===== config.mk =====
export PLATFORM = sky130hd
export DESIGN_NAME = dual_counter_loop_param
export DESIGN_NICKNAME = d
export VERILOG_FILES = /design/src/rtl/dcl_pkg.sv /design/src/rtl/dcl_step.sv /design/src/rtl/dual_counter_loop_param.sv
export SDC_FILE = /design/constraint.sdc
export NUM_CORES = 1
export LEC_CHECK = 0
export CORE_AREA = 2 2 158 113
export DETAILED_ROUTE_END_ITERATION = 8
export DIE_AREA = 0 0 160 115
export PLACE_DENSITY_LB_ADDON = 0.12
export SYNTH_ARGS = -nofsm -noshare
export SYNTH_HDL_FRONTEND = slang
export SYNTH_SLANG_ARGS = --single-unit
export TNS_END_PERCENT = 30

===== constraint.sdc =====
create_clock -name clk -period 11.29 [get_ports clk]
set_input_delay 3.387 -clock clk [delete_from_list [all_inputs] [get_ports clk]]
set_output_delay 3.387 -clock clk [all_outputs]
set_load 0.01 [all_outputs]

===== src/rtl/dcl_pkg.sv =====
// Shared types, reset defaults and the final-value helper for the dual counter loop.
package dcl_pkg;

  typedef enum logic {RUN = 1'b0, DONE = 1'b1} dcl_state_e;

  localparam int DCL_W       = 11;
  localparam int DCL_X_LIMIT = 200;
  localparam int DCL_X_KNEE  = 100;
  localparam int DCL_Y_INIT  = 100;

  // Expected y at the end of an unsaturated run: y_init plus one per step past the knee.
  // Arguments are zero-extended to 32 bits by the caller; the 33-bit result never wraps.
  function automatic logic [32:0] dcl_final_y(input logic [31:0] y_init,
                                              input logic [31:0] limit,
                                              input logic [31:0] knee);
    logic [32:0] span;
    span = (limit > knee) ? {1'b0, limit - knee} : 33'd0;
    return {1'b0, y_init} + span;
  endfunction

endpackage


===== src/rtl/dcl_step.sv =====
// Combinational step datapath: next x, next y and saturation flag for one enabled RUN cycle.
module dcl_step #(
  parameter int W = 11
) (
  input  logic [W-1:0] x,
  input  logic [W-1:0] y,
  input  logic [W-1:0] knee,
  input  logic [W-1:0] limit,
  output logic [W-1:0] x_nxt,
  output logic [W-1:0] y_nxt,
  output logic         sat_set,
  output logic         can_step,
  output logic         last
);
  import dcl_pkg::*;

  logic [W:0] x_p1;
  logic       inc_due;
  logic       y_max;

  // Knee and limit compares run one bit wider so x+1 never wraps into a false match.
  always_comb begin
    x_p1     = {1'b0, x} + (W+1)'(1);
    inc_due  = x_p1 > {1'b0, knee};
    y_max    = &y;
    can_step = x < limit;
    last     = x_p1 == {1'b0, limit};
    x_nxt    = x_p1[W-1:0];
    y_nxt    = (inc_due && !y_max) ? y + W'(1) : y;
    sat_set  = inc_due && y_max;
  end

endmodule


===== src/rtl/dual_counter_loop_param.sv =====
// Two-variable bounded counter loop with enable gating, DONE/reload handshake,
// sticky y saturation and a final-value property output.
module dual_counter_loop_param
  import dcl_pkg::*;
#(
  parameter int W       = DCL_W,
  parameter int X_LIMIT = DCL_X_LIMIT,
  parameter int X_KNEE  = DCL_X_KNEE,
  parameter int Y_INIT  = DCL_Y_INIT
) (
  input  logic         clk,
  input  logic         rst,
  input  logic         selector,
  input  logic         cfg_valid,
  output logic         cfg_ready,
  input  logic [W-1:0] cfg_limit,
  input  logic [W-1:0] cfg_knee,
  input  logic [W-1:0] cfg_y_init,
  output logic [W-1:0] x,
  output logic [W-1:0] y,
  output logic         done,
  output logic         y_sat,
  output logic         prop_ok
);

  dcl_state_e  state;
  logic [W-1:0] limit_l, knee_l, y_init_l;
  logic [W-1:0] x_nxt, y_nxt;
  logic         sat_set, can_step, last;

  dcl_step #(.W(W)) u_step (
    .x        (x),
    .y        (y),
    .knee     (knee_l),
    .limit    (limit_l),
    .x_nxt    (x_nxt),
    .y_nxt    (y_nxt),
    .sat_set  (sat_set),
    .can_step (can_step),
    .last     (last)
  );

  // Run/done sequencing, counter update and config latching; reset overrides everything.
  always_ff @(posedge clk) begin
    if (!rst) begin
      state    <= RUN;
      x        <= '0;
      y        <= W'(Y_INIT);
      y_sat    <= 1'b0;
      limit_l  <= W'(X_LIMIT);
      knee_l   <= W'(X_KNEE);
      y_init_l <= W'(Y_INIT);
    end else begin
      case (state)
        RUN: begin
          if (selector) begin
            if (can_step) begin
              x <= x_nxt;
              y <= y_nxt;
              if (sat_set) y_sat <= 1'b1;
              if (last)    state <= DONE;
            end else begin
              // only reachable with a zero limit: finish without touching x or y
              state <= DONE;
            end
          end
        end
        DONE: begin
          if (cfg_valid) begin
            limit_l  <= cfg_limit;
            knee_l   <= cfg_knee;
            y_init_l <= cfg_y_init;
            x        <= '0;
            y        <= cfg_y_init;
            y_sat    <= 1'b0;
            state    <= RUN;
          end
        end
        default: state <= RUN;
      endcase
    end
  end

  assign done      = (state == DONE);
  assign cfg_ready = (state == DONE);
  assign prop_ok   = !done || y_sat ||
                     (33'(y) == dcl_final_y(32'(y_init_l), 32'(limit_l), 32'(knee_l)));

endmodule


---- Word-level counts from Yosys, hierarchy flattened ----
Cells that the tools add are included.
Widths: inputs -> output; s select.
storage, ports and cells
  register bits ........................... 57
  bits of input ports ..................... 37
  output and inout port bits .............. 26
  word-level logic and storage cells ...... 53
operators by class
  $add $sub $neg .......................... 4
  order comparisons ....................... 3
  eq/ne operators ......................... 7
  mux-type cells .......................... 20
  bitwise operators ....................... 1
  reductions and logical operators ........ 11
operators by type and width
  operator               number
  $mux 11                7
  $pmux 11 s2            2
  $add 11x32->33         1
  $eq 11x33->1           1
  $mux 32                1
  $add 11x1->12 const B  1
  $eq 12x11->1           1
  $gt 12x11->1           1
  $sub 11x11->12         1
  $add 11x1->11 const B  1
  $gt 11x11->1           1
  $lt 11x11->1           1
  $reduce_and 11->1      1
  $mux 1                 8
  $ne 2x2->1 const B     4
  $reduce_and 4->1       2
  $pmux 1 s2             2
  $reduce_and 3->1       1
  $logic_and 1x1->1      2
  $logic_not 1->1        2
  $logic_or 1x1->1       2
  $ne 2x1->1 const B     1
  $reduce_and 2->1       1
  $not 1->1              1

---- Longest topological paths before layout ----
  depth in word-level cells ............... 7
  depth in mapped cells ................... 26

---- Cells and area by module ----
Synthesis repeated with hierarchy kept, for this count alone.
second synthesis, totals
  cells, all modules ...................... 611
  area total of the unflattened synthesis .. 4789.6 sq um
by module, submodules not included
  module                   instances  cells each  area an instance (sq um)  seq. area each (sq um)
  dual_counter_loop_param  1          452         3651.0                    1141.1
  dcl_step                 1          159         1138.6                    0.0

---- Worst setup path after synthesis ----
OpenSTA, ideal clock, no wires.
  kind .................................... reg-to-output
  start ................................... reg limit_l[0]
  end ..................................... out prop_ok
  arrival ................................. 5.210 ns
  data required time ...................... 7.903 ns
  setup slack ............................. 2.693 ns
  stages on the path, launching flop included .. 25
  path through ............................ dfxtp_1 inv_1 ha_1 fa_1 nor2b_1 o21ai_0 a21oi_1 o21bai_1 a21o_1 clkbuf_1 nor3_1 ha_1 a21oi_1 o211ai_1 o41ai_1 o21ai_0 a21oi_1 nor2_1 ha_1 or4_1 nor4_1 nand4_1 nor4_1 nand3_1 o311ai_1
between the ends
  cells in the longest elaborated chain, start to end .. 5
RTL lines
  item                                            RTL line                       source
  start: declaration                              dual_counter_loop_param.sv:27  logic [W-1:0] limit_l, knee_l, y_init_l;
  start signal: assignment                        dual_counter_loop_param.sv:50  limit_l <= W'(X_LIMIT);
  start signal: assignment                        dual_counter_loop_param.sv:70  limit_l <= cfg_limit;
  $sub 11x11->12 or $gt 11x11->1 (tied branches)  dcl_pkg.sv:17                  span = (limit > knee) ? {1'b0, limit - knee} : 33'd0;
  $mux 32 *                                       dcl_pkg.sv:17
  $add 11x32->33 *                                dcl_pkg.sv:18                  return {1'b0, y_init} + span;
  $eq 11x33->1 *                                  dual_counter_loop_param.sv:87  (33'(y) == dcl_final_y(32'(y_init_l), 32'(limit_l), 32'(knee_l)));
  $logic_or 1x1->1 *                              dual_counter_loop_param.sv:86  assign prop_ok = !done || y_sat ||
  end: declaration                                dual_counter_loop_param.sv:23  output logic prop_ok
Every way passes the cells marked *; elsewhere a longest branch is shown, timed or not.

---- Worst setup path in the final report ----
Same ends and word-level chain as after synthesis.

==> impl_metrics.yaml <==
yosys:
  yosysSeqAreaShare_pct: 25.4
  synth_cell_type_count: 68
  synthesis.nets: 666
  synth_area_um2: 4490
  synthCells: 575
  synth_area_leaders: "dfxtp_1 25%, ha_1 14%, a21oi_1 6.9%"
  synth-seq-cells: 57
  postSynthAreaPerCell_um2: 7.81
  yosys.area.top_type: "dfxtp_1"
  yosysWarnings: 0
  synth_ff_type: "dfxtp_1"
  synth_top_area_share_pct: 25.4
  synth-edff-count: 0
  async_flop_share_pct: 0
routing:
  vias: 4273
  ant_nets: 0
  route.detailed.drc: 0
  drt-initial-drc-count: 305
  vias_per_cell: 4.95
  first_pass_iters: 5
  post_drt_wl_per_cell_um: 16.9
  wl_um: 14600
clock_tree:
  cts_buffers: 9
  cts-htree-levels: 3
  cts_sinks: 57
  cts_max_path_buffers: 2
  post_cts_buffers: 0
  clk_latency_ps: 340
  cts_tree: "yes"
  cts_hold_buffers: 0
  root_buffer: "clkbuf_16"
  clk_pin_slew_ps: 50
  cts.repair.resized: 0
timing:
  skew_ps: 5.62
  rsz0062_at_grt: "false"
  fin_crit_sh_pct: 91.1
  post-route-min-period_ps: 10280
  setup_tns_ps: 0
  tightest_slew_ps: 952
  setup_viol: 0
  max_clock_freq_mhz: 97.2
  slew_headroom_pct: 36.5
  maxSlewViolCount: 0
  hold_viol_final: 0
layout:
  stdcell_area_um2: 5590
  drive_gt1_share_pct: 6.64
  areaGrowthSynthToFinish_pct: 24.4
  multi_input_area_um2: 3130
  fin_nets: 720
  num_antenna_cells: 0
  fillers: 1843
  regArea_um2: 1140
placement:
  port_buffers: 62
  gp_congestion: 0.871
  placed_area_um2: 5330
  hpwl_um: 11300
min_path:
  hold_depth: 2
  hp-class: "flop to flop"
  holdPathEnd: "knee_l[7]"
  hold_path.startpoint: "knee_l[7]"
power:
  power_density_nw_per_um2: 87.7
  vdd.ir_drop.worst_mv: 0.0577
  leakage_nw: 2.17
grt:
  track_usage_pct: 16.0
  antenna_found_initial: 0
  grt_pass1_wl_um: 22600
  grt_max_degree: 48
  grt_pass1_vias: 4030
  grt_overflow: 0
floorplanning:
  num_rows: 40
  die-area_um2: 18400
  dieWidth_um: 160
  ioPinCount: 63
  die_h_um: 115
  initial_core_util_pct: 26.6
  coreArea_um2: 16900
worst_setup_path:
  worst-setup-path-type: "flop to output port"
  timing.rr.end: "y[8]"
  critPathMaxFanout: 11
  crit_required_ps: 7900
  start_kind: "flop"
  reg2reg_depth: 11
  cp.arrival_ps: 6900
  reg2reg_setup_slack_ps: 7670
  r2r-start: "x[0]"
  worstSetupEndpointType: "output port"
status:
  outcome: "completed"
job:
  maxCapViolations: 0
==> report_power, final <==
group          internal, mW  switching (mW)  total [mW]
registers             0.203         0.00343       0.206
clock network         0.152          0.0969       0.249
logic                0.0195          0.0154      0.0349
total                 0.375           0.116       0.491
==> cell usage in the layout, fill, tap and decap left out, drive strengths merged, types with 3 or more instances in the layout <==
| cell type | n |
|---|---|
| or3 | 3 |
| clkinv | 3 |
| nor2b | 5 |
| or2 | 7 |
| a21o | 6 |
| and3 | 6 |
| o211ai | 9 |
| a2111oi | 3 |
| dfxtp | 57 |
| buf | 4 |
| a211o | 3 |
| nor3 | 16 |
| o21ai | 26 |
| a21oi | 62 |
| o21a | 8 |
| and2 | 7 |
| ha | 52 |
| nor3b | 3 |
| nor2 | 39 |
| clkbuf | 12 |
| nand3 | 23 |
| nand4 | 9 |
| nand2 | 82 |
| inv | 31 |
| a31oi | 5 |
| nand2b | 5 |
| o41ai | 4 |
| xnor2 | 31 |
| o311a | 4 |
| a211oi | 7 |
| clkdlybuf4s50 | 62 |
| xor2 | 12 |
==> worst max-delay path by stage <==
| stage | start | to | slack (ps) | cells past startpoint |
|---|---|---|---|---|
| finish | limit_l[0] | prop_ok | 1010 | 24 |
| global route | limit_l[0] | prop_ok | 470 | 24 |
| CTS | limit_l[0] | prop_ok | 1060 | 24 |
| detailed placement | limit_l[0] | prop_ok | 1460 | 24 |
| global placement | limit_l[0] | prop_ok | 1740 | 24 |
| floorplan | limit_l[0] | prop_ok | 2690 | 24 |
==> synth_stat cells (7+ instances only) <==
library cell,instances
o21ai_0,26
o21a_1,8
o211ai_1,9
nand3_1,21
a211oi_1,7
nand4_1,8
nor3_1,15
nand2_1,82
xor2_1,12
inv_1,31
nor2_1,38
clkbuf_1,13
a21oi_1,62
ha_1,52
xnor2_1,29
dfxtp_1,57
==> critical path, cell delays in order, from the launching register on <==
cell and delay, ps:
dfxtp_1 350, inv_1 60, ha_1 210, fa_1 400, nor2b_1 180, o21ai_0 160, a21oi_1 290, o21bai_1 120
a21o_1 310, nor3_1 270, ha_1 320, a21oi_1 220, o211ai_1 170, o41ai_1 430, o21ai_0 280, a21oi_1 260
nor2_1 70, ha_1 280, or4_1 530, nor4_1 320, nand4_1 130, nor4_1 200, nand3_1 120, o311ai_1 280
clkdlybuf4s50_1 600
==> area by class of cell <==
type                       instances  area share, %
clock buffer                      12           4.41
tap                              231           5.17
inverter                          32           2.15
clock inverter                     3          0.313
timing repair buffer              66           11.6
multi-input combinational        463           55.9
sequential                        57           20.4
==> flip-flops by register name, indices dropped and copies added, names as in the netlist <==
name and flops:
cfg_ready 1, knee_l 11, limit_l 11, x 11, y 11, y_init_l 11, y_sat 1
==> per-stage QoR <==
stage,setup WS (ps),utilization [%],std cells,hold slack (ps),total power [mW]
floorplan,2690,-,575,436,0.223
global placement,1740,31.5,849,444,0.245
detailed placement,1460,31.5,849,446,0.246
CTS,1060,33.0,864,453,0.497
global route,473,33.0,864,483,0.507
finish,1010,33.0,864,459,0.491
==> per-layer routing <==
metal	GRT usage [%]	part of all wire [%]	wire [um]	up-vias
met5	0	0	0	-
li1	-	-	-	2160
met1	24.7	55	8100	2001
met3	3.46	4.5	663	14
met2	22.0	39	5650	98
met4	4.44	1.2	180	0
==> kinds of logic after synthesis <==
kind of cell	count (synthesis)	share of synthesized area, %
simple gates	213	23.2
flops	57	25.4
mux	2	0.473
fa+ha+maj	54	15.4
buf+inv	55	5.07
xor+xnor	43	8.97
compound gates	151	21.5
Power figures use the tool's default switching activity.
